File: src/rtl/vital_threshold_monitor_pkg.sv
// Shared types and constants for the vital-sign threshold monitor.
// Holds the FSM state encoding and the lt/eq/gt cascade used by the serial comparators.
package vitals_pkg;

   localparam int SLICE_W = 3;

   typedef enum logic [1:0] {
      IDLE,
      CMP,
      DONE
   } stateT;

   typedef struct packed {
      logic lt;
      logic eq;
      logic gt;
   } cascadeT;

   localparam cascadeT CASCADE_EQ = '{lt: 1'b0, eq: 1'b1, gt: 1'b0};

endpackage

File: src/rtl/vital_threshold_monitor_if.sv
// Sample handshake, threshold inputs, result flags and alarm control for one channel.
// The sampler/alarm side uses master; the monitor itself uses slave.
interface vital_threshold_monitor_if #(
   parameter int WIDTH = 9
);

   logic             sample_valid;
   logic             sample_ready;
   logic [WIDTH-1:0] sample;
   logic [WIDTH-1:0] low_thr;
   logic [WIDTH-1:0] high_thr;
   logic             result_valid;
   logic             below;
   logic             above;
   logic             in_range;
   logic             alarm;
   logic             alarm_clear;

   modport master (
      output sample_valid, sample, low_thr, high_thr, alarm_clear,
      input  sample_ready, result_valid, below, above, in_range, alarm
   );

   modport slave (
      input  sample_valid, sample, low_thr, high_thr, alarm_clear,
      output sample_ready, result_valid, below, above, in_range, alarm
   );

endinterface

File: src/rtl/vital_threshold_monitor_cmp_slice3.sv
// One 3-bit step of an MSB-first magnitude comparison.
// Once a higher slice has decided (eq=0), that decision passes through unchanged.
module cmp_slice3
   import vitals_pkg::*;
(
   input  logic [SLICE_W-1:0] a,
   input  logic [SLICE_W-1:0] b,
   input  cascadeT            cascIn,
   output cascadeT            cascOut
);

   always_comb begin
      cascOut = cascIn;
      if (cascIn.eq) begin
         cascOut.lt = (a < b);
         cascOut.eq = (a == b);
         cascOut.gt = (a > b);
      end
   end

endmodule

File: src/rtl/vital_threshold_monitor.sv
// Serial low/high threshold checker with registered range flags and a sticky, debounced alarm.
// Operands shift left one slice per CMP cycle, so the active slice is always the top 3 bits.
module vital_threshold_monitor
   import vitals_pkg::*;
#(
   parameter int WIDTH    = 9,
   parameter int DEBOUNCE = 3
) (
   input logic                      clk,
   input logic                      rst_n,
   vital_threshold_monitor_if.slave bus
);

   localparam int               S        = WIDTH / SLICE_W;
   localparam int               IDX_W    = (S > 1) ? $clog2(S) : 1;
   localparam logic [IDX_W-1:0] LAST_IDX = IDX_W'(S - 1);
   localparam logic [3:0]       DEB_MAX  = 4'(DEBOUNCE);

   stateT            state;
   stateT            nextState;
   logic [WIDTH-1:0] sampleSh;
   logic [WIDTH-1:0] lowSh;
   logic [WIDTH-1:0] highSh;
   logic [IDX_W-1:0] sliceIdx;
   cascadeT          lowCasc;
   cascadeT          highCasc;
   cascadeT          lowNext;
   cascadeT          highNext;
   logic             belowReg;
   logic             aboveReg;
   logic             inRangeReg;
   logic             alarmReg;
   logic [3:0]       count;
   logic             accept;
   logic             lastSlice;
   logic             outOfRange;

   assign accept     = (state == IDLE) && bus.sample_valid;
   assign lastSlice  = (sliceIdx == '0);
   assign outOfRange = belowReg || aboveReg;

   always_ff @(posedge clk) begin
      if (!rst_n) begin
         state <= IDLE;
      end else begin
         state <= nextState;
      end
   end

   always_comb begin
      nextState = state;
      case (state)
         IDLE:    if (bus.sample_valid) nextState = CMP;
         CMP:     if (lastSlice) nextState = DONE;
         DONE:    nextState = IDLE;
         default: nextState = IDLE;
      endcase
   end

   cmp_slice3 lowCmp (
      .a       (sampleSh[WIDTH-1 -: SLICE_W]),
      .b       (lowSh[WIDTH-1 -: SLICE_W]),
      .cascIn  (lowCasc),
      .cascOut (lowNext)
   );

   cmp_slice3 highCmp (
      .a       (sampleSh[WIDTH-1 -: SLICE_W]),
      .b       (highSh[WIDTH-1 -: SLICE_W]),
      .cascIn  (highCasc),
      .cascOut (highNext)
   );

   // Flags are loaded on the final CMP edge so they are already stable during DONE.
   always_ff @(posedge clk) begin
      if (!rst_n) begin
         sampleSh   <= '0;
         lowSh      <= '0;
         highSh     <= '0;
         sliceIdx   <= '0;
         lowCasc    <= CASCADE_EQ;
         highCasc   <= CASCADE_EQ;
         belowReg   <= 1'b0;
         aboveReg   <= 1'b0;
         inRangeReg <= 1'b0;
      end else if (accept) begin
         sampleSh <= bus.sample;
         lowSh    <= bus.low_thr;
         highSh   <= bus.high_thr;
         sliceIdx <= LAST_IDX;
         lowCasc  <= CASCADE_EQ;
         highCasc <= CASCADE_EQ;
      end else if (state == CMP) begin
         sampleSh <= sampleSh << SLICE_W;
         lowSh    <= lowSh << SLICE_W;
         highSh   <= highSh << SLICE_W;
         sliceIdx <= sliceIdx - IDX_W'(1);
         lowCasc  <= lowNext;
         highCasc <= highNext;
         if (lastSlice) begin
            belowReg   <= lowNext.lt;
            aboveReg   <= highNext.gt;
            inRangeReg <= !lowNext.lt && !highNext.gt;
         end
      end
   end

   // A clear still counts the result retiring on the same edge, so the count restarts at 1.
   always_ff @(posedge clk) begin
      if (!rst_n) begin
         count    <= 4'd0;
         alarmReg <= 1'b0;
      end else if (bus.alarm_clear) begin
         alarmReg <= 1'b0;
         count    <= ((state == DONE) && outOfRange) ? 4'd1 : 4'd0;
      end else if (state == DONE) begin
         if (outOfRange) begin
            if (count < DEB_MAX) count <= count + 4'd1;
            if (count >= DEB_MAX - 4'd1) alarmReg <= 1'b1;
         end else begin
            count <= 4'd0;
         end
      end
   end

   assign bus.sample_ready = (state == IDLE);
   assign bus.result_valid = (state == DONE);
   assign bus.below        = belowReg;
   assign bus.above        = aboveReg;
   assign bus.in_range     = inRangeReg;
   assign bus.alarm        = alarmReg;

endmodule

File: src/flat_wrapper.sv
// flat-port wrapper written by rule: the top's interface ports become plain ports
module vital_threshold_monitor_flat import vitals_pkg::*;
#(
   parameter int WIDTH    = 9,
   parameter int DEBOUNCE = 3
)
  (clk, rst_n, bus_sample_valid, bus_sample, bus_low_thr, bus_high_thr, bus_alarm_clear, bus_sample_ready, bus_result_valid, bus_below, bus_above, bus_in_range, bus_alarm);
  vital_threshold_monitor_if #(.WIDTH(WIDTH)) bus_i ();
  input logic clk;
  input logic rst_n;
  input wire logic [$bits(bus_i.sample_valid)-1:0] bus_sample_valid;
  input wire logic [$bits(bus_i.sample)-1:0] bus_sample;
  input wire logic [$bits(bus_i.low_thr)-1:0] bus_low_thr;
  input wire logic [$bits(bus_i.high_thr)-1:0] bus_high_thr;
  input wire logic [$bits(bus_i.alarm_clear)-1:0] bus_alarm_clear;
  output wire logic [$bits(bus_i.sample_ready)-1:0] bus_sample_ready;
  output wire logic [$bits(bus_i.result_valid)-1:0] bus_result_valid;
  output wire logic [$bits(bus_i.below)-1:0] bus_below;
  output wire logic [$bits(bus_i.above)-1:0] bus_above;
  output wire logic [$bits(bus_i.in_range)-1:0] bus_in_range;
  output wire logic [$bits(bus_i.alarm)-1:0] bus_alarm;
  assign bus_i.sample_valid = bus_sample_valid;
  assign bus_i.sample = bus_sample;
  assign bus_i.low_thr = bus_low_thr;
  assign bus_i.high_thr = bus_high_thr;
  assign bus_i.alarm_clear = bus_alarm_clear;
  assign bus_sample_ready = bus_i.sample_ready;
  assign bus_result_valid = bus_i.result_valid;
  assign bus_below = bus_i.below;
  assign bus_above = bus_i.above;
  assign bus_in_range = bus_i.in_range;
  assign bus_alarm = bus_i.alarm;
  vital_threshold_monitor #(.WIDTH(WIDTH), .DEBOUNCE(DEBOUNCE)) u_core (.clk(clk), .rst_n(rst_n), .bus(bus_i));
endmodule
File: config.mk
export PLATFORM = sky130hd
export DESIGN_NAME = vital_threshold_monitor_flat
export DESIGN_NICKNAME = d
export VERILOG_FILES = /design/src/rtl/vital_threshold_monitor_pkg.sv /design/src/rtl/vital_threshold_monitor_if.sv /design/src/rtl/vital_threshold_monitor_cmp_slice3.sv /design/src/rtl/vital_threshold_monitor.sv /design/src/flat_wrapper.sv
export SDC_FILE = /design/constraint.sdc
export NUM_CORES = 1
export LEC_CHECK = 0
export ABC_AREA = 0
export BUFFER_PORTS_ARGS = -buffer_cell sky130_fd_sc_hd__buf_2
export CORE_MARGIN = 2
export CORE_UTILIZATION = 50
export CTS_CLUSTER_SIZE = 30
export DETAILED_ROUTE_END_ITERATION = 7
export PLACE_DENSITY = 0.78
export SYNTH_ARGS = -nofsm -noshare
export SYNTH_HDL_FRONTEND = slang
export SYNTH_SLANG_ARGS = --single-unit
export TNS_END_PERCENT = 10
File: constraint.sdc
create_clock -name clk -period 1.5 [get_ports clk]
set_input_delay 0.3 -clock clk [delete_from_list [all_inputs] [get_ports clk]]
set_output_delay 0.3 -clock clk [all_outputs]
set_load 0.01 [all_outputs]
==> results of run 1 <==
[how the worst max path moves through the flow]
stage | start | depth (start not counted) | to | slack [ns]
finish | u_core.highSh[8]$_SDFFE_PN0P_ | 6 | u_core.bus.in_range$_SDFFE_PN0P_ | 0.04
global route | u_core.highSh[8]$_SDFFE_PN0P_ | 6 | u_core.bus.in_range$_SDFFE_PN0P_ | -0.01
CTS | u_core.state[1]$_SDFFE_PN0P_ | 3 | bus_result_valid | 0.002
detailed placement | u_core.highSh[8]$_SDFFE_PN0P_ | 6 | u_core.bus.in_range$_SDFFE_PN0P_ | 0.04
global placement | u_core.highSh[8]$_SDFFE_PN0P_ | 6 | u_core.bus.in_range$_SDFFE_PN0P_ | 0.1
floorplan | u_core.highSh[8]$_SDFFE_PN0P_ | 6 | u_core.bus.in_range$_SDFFE_PN0P_ | 0.14
[cell type report]
type                    instances  area [um2]  area share, %
multi-input cells             153         905           40.0
flip-flops and latches         43         866           38.3
repair buffers                 45         304           13.4
clock buffers                   6        82.6           3.65
well taps                      48        60.1           2.65
inverters                      11        41.3           1.82
clock inverters                 1        5.00          0.221
[power groups by stage]
stage	combinational (mW)	sequential [mW]	clock, mW
floorplan	0.315	1.28	0
global placement	0.458	1.29	0
detailed placement	0.464	1.29	0
CTS	0.465	1.26	0.749
global route	0.551	1.27	0.792
finish	0.495	1.26	0.731
[routing by layer]
metal	global-route usage [%]	up-vias
met5	0	-
met3	7.36	6
li1	-	839
met4	7.55	0
met2	32.3	33
met1	24.4	750
[placed cells by master (no fill, tap or decap), types with 6 or more instances in the layout]
cell      netlist  routed
clkbuf_8        0       6
nor2_1         13      13
inv_1          11      10
ha_1            9       9
buf_2           2      35
o21ai_0         6       6
a22oi_1        18      18
a21oi_1        37      36
dfxtp_1        43      41
nand3_1        11      11
nand2_1        35      35
[state kept, by name, indices dropped and copies added (netlist names)]
signal               cells
u_core.bus.above         1
u_core.bus.alarm         1
u_core.bus.below         1
u_core.bus.in_range      1
u_core.count             4
u_core.highCasc          2
u_core.highSh            9
u_core.lowCasc           2
u_core.lowSh             9
u_core.sampleSh          9
u_core.sliceIdx          2
u_core.state             2
[cells in the mapped netlist]
| library cell | instances |
|---|---|
| dfxtp_1 | 43 |
| a31o_2 | 1 |
| ha_1 | 9 |
| buf_2 | 2 |
| o21ai_0 | 6 |
| buf_4 | 4 |
| and3_1 | 3 |
| a21oi_1 | 37 |
| nand3_1 | 11 |
| mux2i_1 | 1 |
| and2_4 | 1 |
| nand2b_1 | 2 |
| inv_1 | 11 |
| o221ai_1 | 1 |
| nand3b_1 | 2 |
| nor2_4 | 1 |
| or2b_1 | 1 |
| or4_1 | 1 |
| a211oi_1 | 2 |
| and2_1 | 2 |
| or3_1 | 1 |
| buf_6 | 3 |
| nand2_1 | 35 |
| nor3b_4 | 1 |
| nor3_1 | 1 |
| nor2b_1 | 1 |
| a211oi_2 | 1 |
| a22oi_1 | 18 |
| clkbuf_1 | 3 |
| nor4_1 | 1 |
| nor2_1 | 13 |
[cells by family (layout without fill, tap and decap cells)]
kind of cell / after synthesis / count (layout) / share of synthesized area [%]
adder cells (fa/ha/maj): 9 / 9 / 6.00
buffers and inverters: 23 / 63 / 6.73
multiplexers: 1 / 1 / 0.533
flip-flops: 43 / 43 / 45.9
AO/OA/AOI/OAI: 66 / 66 / 21.1
AND/OR/NAND/NOR: 77 / 77 / 19.8
[critical path, stage by stage (launching register included)]
cell	delay (ns)
dfxtp_1	0.33
inv_1	0.04
ha_1	0.30
a21oi_1	0.22
a21oi_2	0.10
mux2i_2	0.23
a31o_2	0.18
[stage by stage]
stage | setup WS, ns | TNS [ns] | instance area [um2] | util [%] | hold slack (ns)
after global placement | 0.0980 | 0 | 2140 | 59.0 | 0.442
after CTS | 0.00224 | 0 | 2230 | 61.5 | 0.228
after floorplan | 0.143 | 0 | 1880 | - | 0.372
after detailed placement | 0.0423 | 0 | 2140 | 59.0 | 0.446
final | 0.0432 | 0 | 2260 | 62.3 | 0.234
after global routing | -0.0109 | -0.0109 | 2260 | 62.3 | 0.234
[timing repair]
| item | in CTS | in global routing |
|---|---|---|
| setup endpoints to repair | 1 | 3 |
| gates resized for setup | 1 | 7 |
| buffers inserted | 0 | 1 |
==> results.sh, run 1 <==
export IMPL_outcome="complete, no violations"
export IMPL_cellPowerDensity_nw_per_um2=1100
export IMPL_numPortBuffers=36
export IMPL_peakVddDrop_v=0.000693
export IMPL_cts_sinks=43
export IMPL_fmax_ghz=0.686
export IMPL_nets=299
export IMPL_io_pins=37
export IMPL_initial_utilization_pct=51.7
export IMPL_synthDominantCellAreaShare_pct=45.9
export IMPL_setup_viol=0
export IMPL_dr_pass1_iters=4
export IMPL_final_instance_count_excl_fill=307
export IMPL_n_fill_cell=325
export IMPL_drive_gt1_share_pct=24.7
export IMPL_worstMarginPinSlew_ns=0.534
export IMPL_die_area_um2=4260
export IMPL_p_int_mw=1.81
export IMPL_p_comb_share_pct=19.9
export IMPL_numCtsBuffers=5
export IMPL_switching_share_pct=27.3
export IMPL_hpwl_um=2700
export IMPL_holdBufCountCts=0
export IMPL_ys_seq_elements=43
export IMPL_syn_avg_cell_area_um2=8.57
export IMPL_vias=1628
export IMPL_gp_congestion=0.738
export IMPL_p_clk_share_pct=29.4
export IMPL_synth_largest_area_cell="dfxtp_1"
export IMPL_clock_latency_ns=0.29
export IMPL_gr_usage_all_layers_pct=20.0
export IMPL_dieHeight_um=65.3
export IMPL_dp_cells=299
export IMPL_wl_met1_um=1790
export IMPL_synth_area_top_cells="dfxtp_1 (46%), a21oi_1 (9.9%), a22oi_1 (7.2%), nand2_1 (7.0%), ha_1 (6.0%)"
export IMPL_drc=0
export IMPL_viasPerCell=5.30
export IMPL_syn_to_final_growth_pct=20.6
export IMPL_slew_violations=0
export IMPL_cts_root_buf="clkbuf_8"
export IMPL_cap_violations=0
export IMPL_drtAntennaViolNets=0
export IMPL_min_to="u_core.sampleSh[1]$_SDFFE_PN0P_"
export IMPL_hp_class="in2reg"
export IMPL_routedWlPerCell_um=12.7
export IMPL_r2r_start="u_core.highSh[8]$_SDFFE_PN0P_"
export IMPL_crit_arrival_ns=1.70
export IMPL_synth_nets=259
export IMPL_r2r_slack_ns=0.04
export IMPL_routed_wl_um=3900
export IMPL_crit_path_end_kind="flop"
export IMPL_switching_power_mw=0.680
export IMPL_fp_dieW_um=65.3
export IMPL_yosysSeqAreaShare_pct=45.9
export IMPL_hold_depth=3
export IMPL_rows=22
export IMPL_top_layer_used="met4"
export IMPL_drtIter0Drc=39
export IMPL_cts_htree_levels=2
export IMPL_cp_required_ns=1.74
export IMPL_fin_crit_sh_pct=97.1
export IMPL_antenna_found_initial=0
export IMPL_p_total_mw=2.49
export IMPL_cp_start_kind="flop"
export IMPL_netlist_instances=219
export IMPL_power_frac_seq_pct=50.8
export IMPL_clk_pin_slew_ns=0.08
export IMPL_wl_met3_um=155
export IMPL_grt_first_pass_wirelength_um=6560
export IMPL_crit_fanout=3
export IMPL_gr_total_overflow=0
export IMPL_wl_met2_um=1890
export IMPL_grt_pass1_vias=1524
export IMPL_p_leak_nw=0.932
export IMPL_critical_path_class="reg2reg"
export IMPL_ys_warnings_count=0
export IMPL_slew_limit_headroom_pct=64.4
export IMPL_period_needed_ns=1.46
export IMPL_r2r_end="u_core.bus.in_range$_SDFFE_PN0P_"
export IMPL_reg2reg_depth=6
export IMPL_hold_start="bus_sample[1]"
export IMPL_cts_tree="done"
export IMPL_clock_path_buffers=2
export IMPL_coreArea_um2=3630
export IMPL_synth_cell_area_um2=1880
export IMPL_grt_max_degree=32
export IMPL_fin_skew_ns=0.00376
export IMPL_hold_viol_final=0
export IMPL_antenna_cells=0
export IMPL_synthDistinctLibCells=31
No activity file was read; power rests on OpenSTA's default activity.
==> inputs of run 2 (changes only) <==
--- a/config.mk
+++ b/config.mk
@@ -11,6 +11,7 @@
 export CORE_UTILIZATION = 50
 export CTS_CLUSTER_SIZE = 30
 export DETAILED_ROUTE_END_ITERATION = 7
+export GPL_TIMING_DRIVEN = 0
 export PLACE_DENSITY = 0.78
 export SYNTH_ARGS = -nofsm -noshare
 export SYNTH_HDL_FRONTEND = slang
==> constraint.sdc (replaced) <==
create_clock -name clk -period 1.8 [get_ports clk]
set_input_delay 0.36 -clock clk [delete_from_list [all_inputs] [get_ports clk]]
set_output_delay 0.36 -clock clk [all_outputs]
set_load 0.01 [all_outputs]
==> run 2 against run 1 <==
Clock skew up 0.0040 ns. Highest routed layer unchanged. Via count about the same. Largest cell class unchanged. Final cell count up 1.3%. Hold slack better by 0.060 ns. Combinational power down 24%.
==> results.sh, run 2 (same netlist as run 1, synthesis figures left out) <==
export IMPL_outcome="complete, no violations"
export IMPL_grtUsageMet3_pct=5.99
export IMPL_switching_share_pct=27.6
export IMPL_setup_slack_ns=0.187
export IMPL_rsz0062_at_grt="false"
export IMPL_n_fill_cell=352
export IMPL_top_regs="u_core.highSh: 9 flops, u_core.lowSh: 9 flops, u_core.sampleSh: 9 flops"
export IMPL_slew_limit_headroom_pct=66.1
export IMPL_cellPowerDensity_nw_per_um2=949
export IMPL_post_cts_buffers=0
export IMPL_seq_area_um2=861
export IMPL_crit_path_end_kind="primary output"
export IMPL_drtAntennaViolNets=0
export IMPL_critical_path_class="reg2out"
export IMPL_final_instance_count_excl_fill=311
export IMPL_numPortBuffers=36
export IMPL_hpwl_um=2910
export IMPL_dp_cells=303
export IMPL_gr_usage_all_layers_pct=20.9
export IMPL_r2r_end="u_core.bus.in_range$_SDFFE_PN0P_"
export IMPL_dr_pass1_iters=4
export IMPL_gp_congestion=0.786
export IMPL_peakVddDrop_v=0.000618
export IMPL_gr_total_overflow=0
export IMPL_met1_usage_pct=27.2
export IMPL_r2r_slack_ns=0.29
export IMPL_holdBufCountCts=0
export IMPL_worstMarginPinSlew_ns=0.508
export IMPL_die_area_um2=4260
export IMPL_cp_required_ns=1.44
export IMPL_period_needed_ns=1.61
export IMPL_p_comb_share_pct=17.8
export IMPL_pre_cts_ws_ns=0.308
export IMPL_clock_latency_ns=0.30
export IMPL_mostFrequentLayoutCells="dfxtp_1 (43), buf_2 (38), a21oi_1 (37)"
export IMPL_switching_power_mw=0.581
export IMPL_cts_htree_levels=2
export IMPL_cpPeakStageDelay_ns=0.43
export IMPL_grtUsageMet2_pct=32.1
export IMPL_final_area_um2=2220
export IMPL_cts_root_buf="clkbuf_8"
export IMPL_crit_fanout=5
export IMPL_tns_ns=0
export IMPL_setup_viol=0
export IMPL_ctsResizeCount=0
export IMPL_antenna_cells=0
export IMPL_crit_arrival_ns=1.25
export IMPL_reg2reg_depth=6
export IMPL_numCtsBuffers=5
export IMPL_fp_dieW_um=65.3
export IMPL_multi_input_area_um2=890
export IMPL_cap_violations=0
export IMPL_fin_crit_sh_pct=89.6
export IMPL_nets=302
export IMPL_dieHeight_um=65.3
export IMPL_p_leak_nw=0.928
export IMPL_cp_start_kind="flop"
export IMPL_hold_start="bus_low_thr[1]"
export IMPL_drc=0
export IMPL_viasPerCell=5.24
export IMPL_min_to="u_core.lowSh[1]$_SDFFE_PN0P_"
export IMPL_power_frac_seq_pct=49.9
export IMPL_fin_skew_ns=0.00776
export IMPL_r2r_start="u_core.highSh[7]$_SDFFE_PN0P_"
export IMPL_p_clk_share_pct=32.3
export IMPL_cp_slowest_cell="dfxtp_1"
export IMPL_fmax_ghz=0.620
export IMPL_p_int_mw=1.53
export IMPL_initial_utilization_pct=51.7
export IMPL_final_common_cell="dfxtp_1"
export IMPL_cts_sinks=43
export IMPL_clk_pin_slew_ns=0.08
export IMPL_grt_max_degree=14
export IMPL_rows=22
export IMPL_routed_wl_um=3890
export IMPL_slew_violations=0
export IMPL_grt_pass1_vias=1504
export IMPL_grt_first_pass_wirelength_um=6730
export IMPL_antenna_found_initial=0
export IMPL_hold_depth=3
export IMPL_hold_viol_final=0
export IMPL_hp_class="in2reg"
export IMPL_cts_tree="done"
export IMPL_clock_path_buffers=2
export IMPL_whs_ns=0.294
export IMPL_drtIter0Drc=87
export IMPL_placed_area_um2=2120
export IMPL_coreArea_um2=3630
export IMPL_vias=1629
export IMPL_busiest_layer="met2"
export IMPL_crit_chain="or2b_1 -> inv_1 -> buf_2"
export IMPL_drive_gt1_share_pct=22.1
export IMPL_syn_to_final_growth_pct=18.3
export IMPL_routedWlPerCell_um=12.5
export IMPL_io_pins=37
run 2: cell types whose count changed in the layout (fill, tap and decap cells not counted), moves of 2 or more:
| cell | before | now |
|---|---|---|
| buf_12 | 4 | 0 |
| buf_2 | 35 | 38 |
| buf_6 | 1 | 3 |
| clkbuf_1 | 0 | 3 |
| dfxtp_1 | 41 | 43 |
run 2: power by group through the flow:
stage,clock network [mW],registers (mW),logic [mW]
4_1_cts,0.694,1.05,0.375
5_1_grt,0.735,1.06,0.428
3_3_place_gp,0,1.07,0.369
6_report,0.681,1.05,0.374
3_5_place_dp,0,1.07,0.374
2_1_floorplan,0,1.07,0.262
run 2: per-layer routing:
layer,vias up,part of all wire [%]
met2,33,47
met5,-,0
met4,0,2.0
met1,742,48
met3,8,3.7
li1,846,-
run 2: critical path, delay by kind of cell, from the launching register on:
| family | cells | cell delay, ns |
|---|---|---|
| and+or+nand+nor | 1 | 0.30 |
| buffers and inverters | 2 | 0.23 |
| DFF | 1 | 0.43 |
run 2: worst max-delay path by stage:
stage	to	from	cells after the start	slack, ns
floorplan	u_core.bus.in_range$_SDFFE_PN0P_	u_core.highSh[8]$_SDFFE_PN0P_	6	0.44
global placement	u_core.bus.in_range$_SDFFE_PN0P_	u_core.highSh[8]$_SDFFE_PN0P_	6	0.30
detailed placement	u_core.bus.in_range$_SDFFE_PN0P_	u_core.sampleSh[8]$_SDFFE_PN0P_	5	0.31
CTS	bus_result_valid	u_core.state[1]$_SDFFE_PN0P_	3	0.19
global route	bus_result_valid	u_core.state[1]$_SDFFE_PN0P_	3	0.14
finish	bus_result_valid	u_core.state[1]$_SDFFE_PN0P_	3	0.19
run 2: area by class of cell:
type / instances / share of cell area, %
inverter: 11 / 1.86
buffer: 12 / 3.83
multi-input combinational: 153 / 40.1
sequential: 43 / 38.8
clock inverter: 1 / 0.338
clock buffer: 7 / 4.34
timing repair buffer: 36 / 8.11
tap: 48 / 2.70
run 2: metrics by stage:
step                power (mW)  utilization [%]
finish                    2.11             61.1
CTS                       2.12             61.1
detailed placement        1.45             58.3
floorplan                 1.33                -
global placement          1.44             58.3
global route              2.22             61.1
==> inputs of run 3 (changes only) <==
--- a/config.mk
+++ b/config.mk
@@ -13,6 +13,7 @@
 export DETAILED_ROUTE_END_ITERATION = 7
 export GPL_TIMING_DRIVEN = 0
 export PLACE_DENSITY = 0.78
+export RECOVER_POWER = 25
 export SYNTH_ARGS = -nofsm -noshare
 export SYNTH_HDL_FRONTEND = slang
 export SYNTH_SLANG_ARGS = --single-unit
==> run 3 against run 2 <==
Setup slack got worse by 0.0023 ns. Via count increased by 0.43%. Utilization decreased by 0.24 points. Sequential power about the same. Critical path type unchanged. Highest routed layer unchanged.
==> results.sh, run 3 (same netlist as run 1, synthesis figures left out) <==
export IMPL_cts_sinks=43
export IMPL_drc=0
export IMPL_vias=1636
export IMPL_slew_violations=0
export IMPL_grtUsageMet2_pct=32.1
export IMPL_antenna_cells=0
export IMPL_cap_violations=0
export IMPL_post_cts_buffers=0
export IMPL_crit_arrival_ns=1.26
export IMPL_crit_chain="or2b_1 -> inv_1 -> buf_2"
export IMPL_final_instance_count_excl_fill=311
export IMPL_mostFrequentLayoutCells="dfxtp_1 (43), a21oi_1 (37), nand2_1 (35)"
export IMPL_gr_total_overflow=0
export IMPL_cpPeakStageDelay_ns=0.43
export IMPL_final_common_cell="dfxtp_1"
export IMPL_antenna_found_initial=0
export IMPL_crit_path_end_kind="primary output"
export IMPL_rsz0062_at_grt="false"
export IMPL_drtIter0Drc=86
export IMPL_fin_skew_ns=0.00744
export IMPL_gp_congestion=0.786
export IMPL_cts_root_buf="clkbuf_8"
export IMPL_fmax_ghz=0.619
export IMPL_clk_pin_slew_ns=0.08
export IMPL_fin_crit_sh_pct=89.7
export IMPL_r2r_slack_ns=0.27
export IMPL_crit_fanout=5
export IMPL_clock_latency_ns=0.30
export IMPL_die_area_um2=4260
export IMPL_cp_slowest_cell="dfxtp_1"
export IMPL_tns_ns=0
export IMPL_coreArea_um2=3630
export IMPL_rows=22
export IMPL_grt_pass1_vias=1504
export IMPL_drtAntennaViolNets=0
export IMPL_clock_path_buffers=2
export IMPL_r2r_end="u_core.highSh[2]$_SDFFE_PN0P_"
export IMPL_cts_tree="done"
export IMPL_setup_viol=0
export IMPL_busiest_layer="met2"
export IMPL_ctsResizeCount=0
export IMPL_dieHeight_um=65.3
export IMPL_cts_htree_levels=2
export IMPL_io_pins=37
export IMPL_whs_ns=0.292
export IMPL_gr_usage_all_layers_pct=20.9
export IMPL_hold_viol_final=0
export IMPL_hp_class="in2reg"
export IMPL_viasPerCell=5.26
export IMPL_syn_to_final_growth_pct=17.9
export IMPL_fp_dieW_um=65.3
export IMPL_top_regs="u_core.highSh: 9 flops, u_core.lowSh: 9 flops, u_core.sampleSh: 9 flops"
export IMPL_numCtsBuffers=5
export IMPL_dp_cells=303
export IMPL_n_fill_cell=351
export IMPL_period_needed_ns=1.62
export IMPL_grtUsageMet3_pct=5.99
export IMPL_grt_max_degree=14
export IMPL_routedWlPerCell_um=12.5
export IMPL_outcome="complete, no violations"
export IMPL_holdBufCountCts=0
export IMPL_nets=302
export IMPL_cp_required_ns=1.44
export IMPL_met1_usage_pct=27.2
export IMPL_cp_start_kind="flop"
export IMPL_r2r_start="u_core.state[1]$_SDFFE_PN0P_"
export IMPL_p_leak_nw=0.908
export IMPL_min_to="u_core.lowSh[1]$_SDFFE_PN0P_"
export IMPL_hold_depth=3
export IMPL_cellPowerDensity_nw_per_um2=953
export IMPL_peakVddDrop_v=0.000624
export IMPL_hpwl_um=2910
export IMPL_dr_pass1_iters=4
export IMPL_initial_utilization_pct=51.7
export IMPL_slew_limit_headroom_pct=64.9
export IMPL_hold_start="bus_low_thr[1]"
export IMPL_drive_gt1_share_pct=20.2
export IMPL_routed_wl_um=3900
export IMPL_post_route_util_pct=60.9
export IMPL_grt_first_pass_wirelength_um=6730
export IMPL_reg2reg_depth=5
export IMPL_worstMarginPinSlew_ns=0.527
export IMPL_numPortBuffers=36
export IMPL_critical_path_class="reg2out"
run 3: stage by stage:
| step | setup WS (ns) | total power [mW] | cell area (um2) |
|---|---|---|---|
| final | 0.185 | 2.11 | 2210 |
| after global routing | 0.138 | 2.22 | 2210 |
| after CTS | 0.189 | 2.12 | 2220 |
| after detailed placement | 0.308 | 1.45 | 2120 |
| after global placement | 0.305 | 1.44 | 2120 |
| after floorplan | 0.443 | 1.33 | 1880 |
run 3: worst max-delay path by stage:
stage	start	endpoint	depth (start not counted)
6_report	u_core.state[1]$_SDFFE_PN0P_	bus_result_valid	3
3_5_place_dp	u_core.sampleSh[8]$_SDFFE_PN0P_	u_core.bus.in_range$_SDFFE_PN0P_	5
3_3_place_gp	u_core.highSh[8]$_SDFFE_PN0P_	u_core.bus.in_range$_SDFFE_PN0P_	6
4_1_cts	u_core.state[1]$_SDFFE_PN0P_	bus_result_valid	3
2_1_floorplan	u_core.highSh[8]$_SDFFE_PN0P_	u_core.bus.in_range$_SDFFE_PN0P_	6
5_1_grt	u_core.state[1]$_SDFFE_PN0P_	bus_result_valid	3
run 3: power by group:
part / internal [mW] / total, mW / switching, mW
logic: 0.159 / 0.370 / 0.211
registers: 1.01 / 1.05 / 0.0372
clock network: 0.349 / 0.687 / 0.338
total: 1.52 / 2.11 / 0.586
run 3: critical path, delay by kind of cell (launching register included):
kind                   cells  cell delay [ns]
buffers and inverters      2             0.23
flip-flops                 1             0.43
AND/OR/NAND/NOR            1             0.30
run 3: cell type report:
cell class	instances	area [um2]	share of cell area, %
inverter	11	41.3	1.87
multi-input combinational	153	890	40.2
buffer	12	81.3	3.68
clock buffer	7	96.3	4.36
sequential	43	861	38.9
timing repair buffer	36	175	7.92
clock inverter	1	7.51	0.339
tap	48	60.1	2.71
run 3: metal layers:
metal	share of wire, %	vias to the layer above	routed length (um)
met3	3.3	8	129
met2	47	25	1830
met4	2.0	0	76
met1	48	754	1860
li1	-	849	-
met5	0	-	0
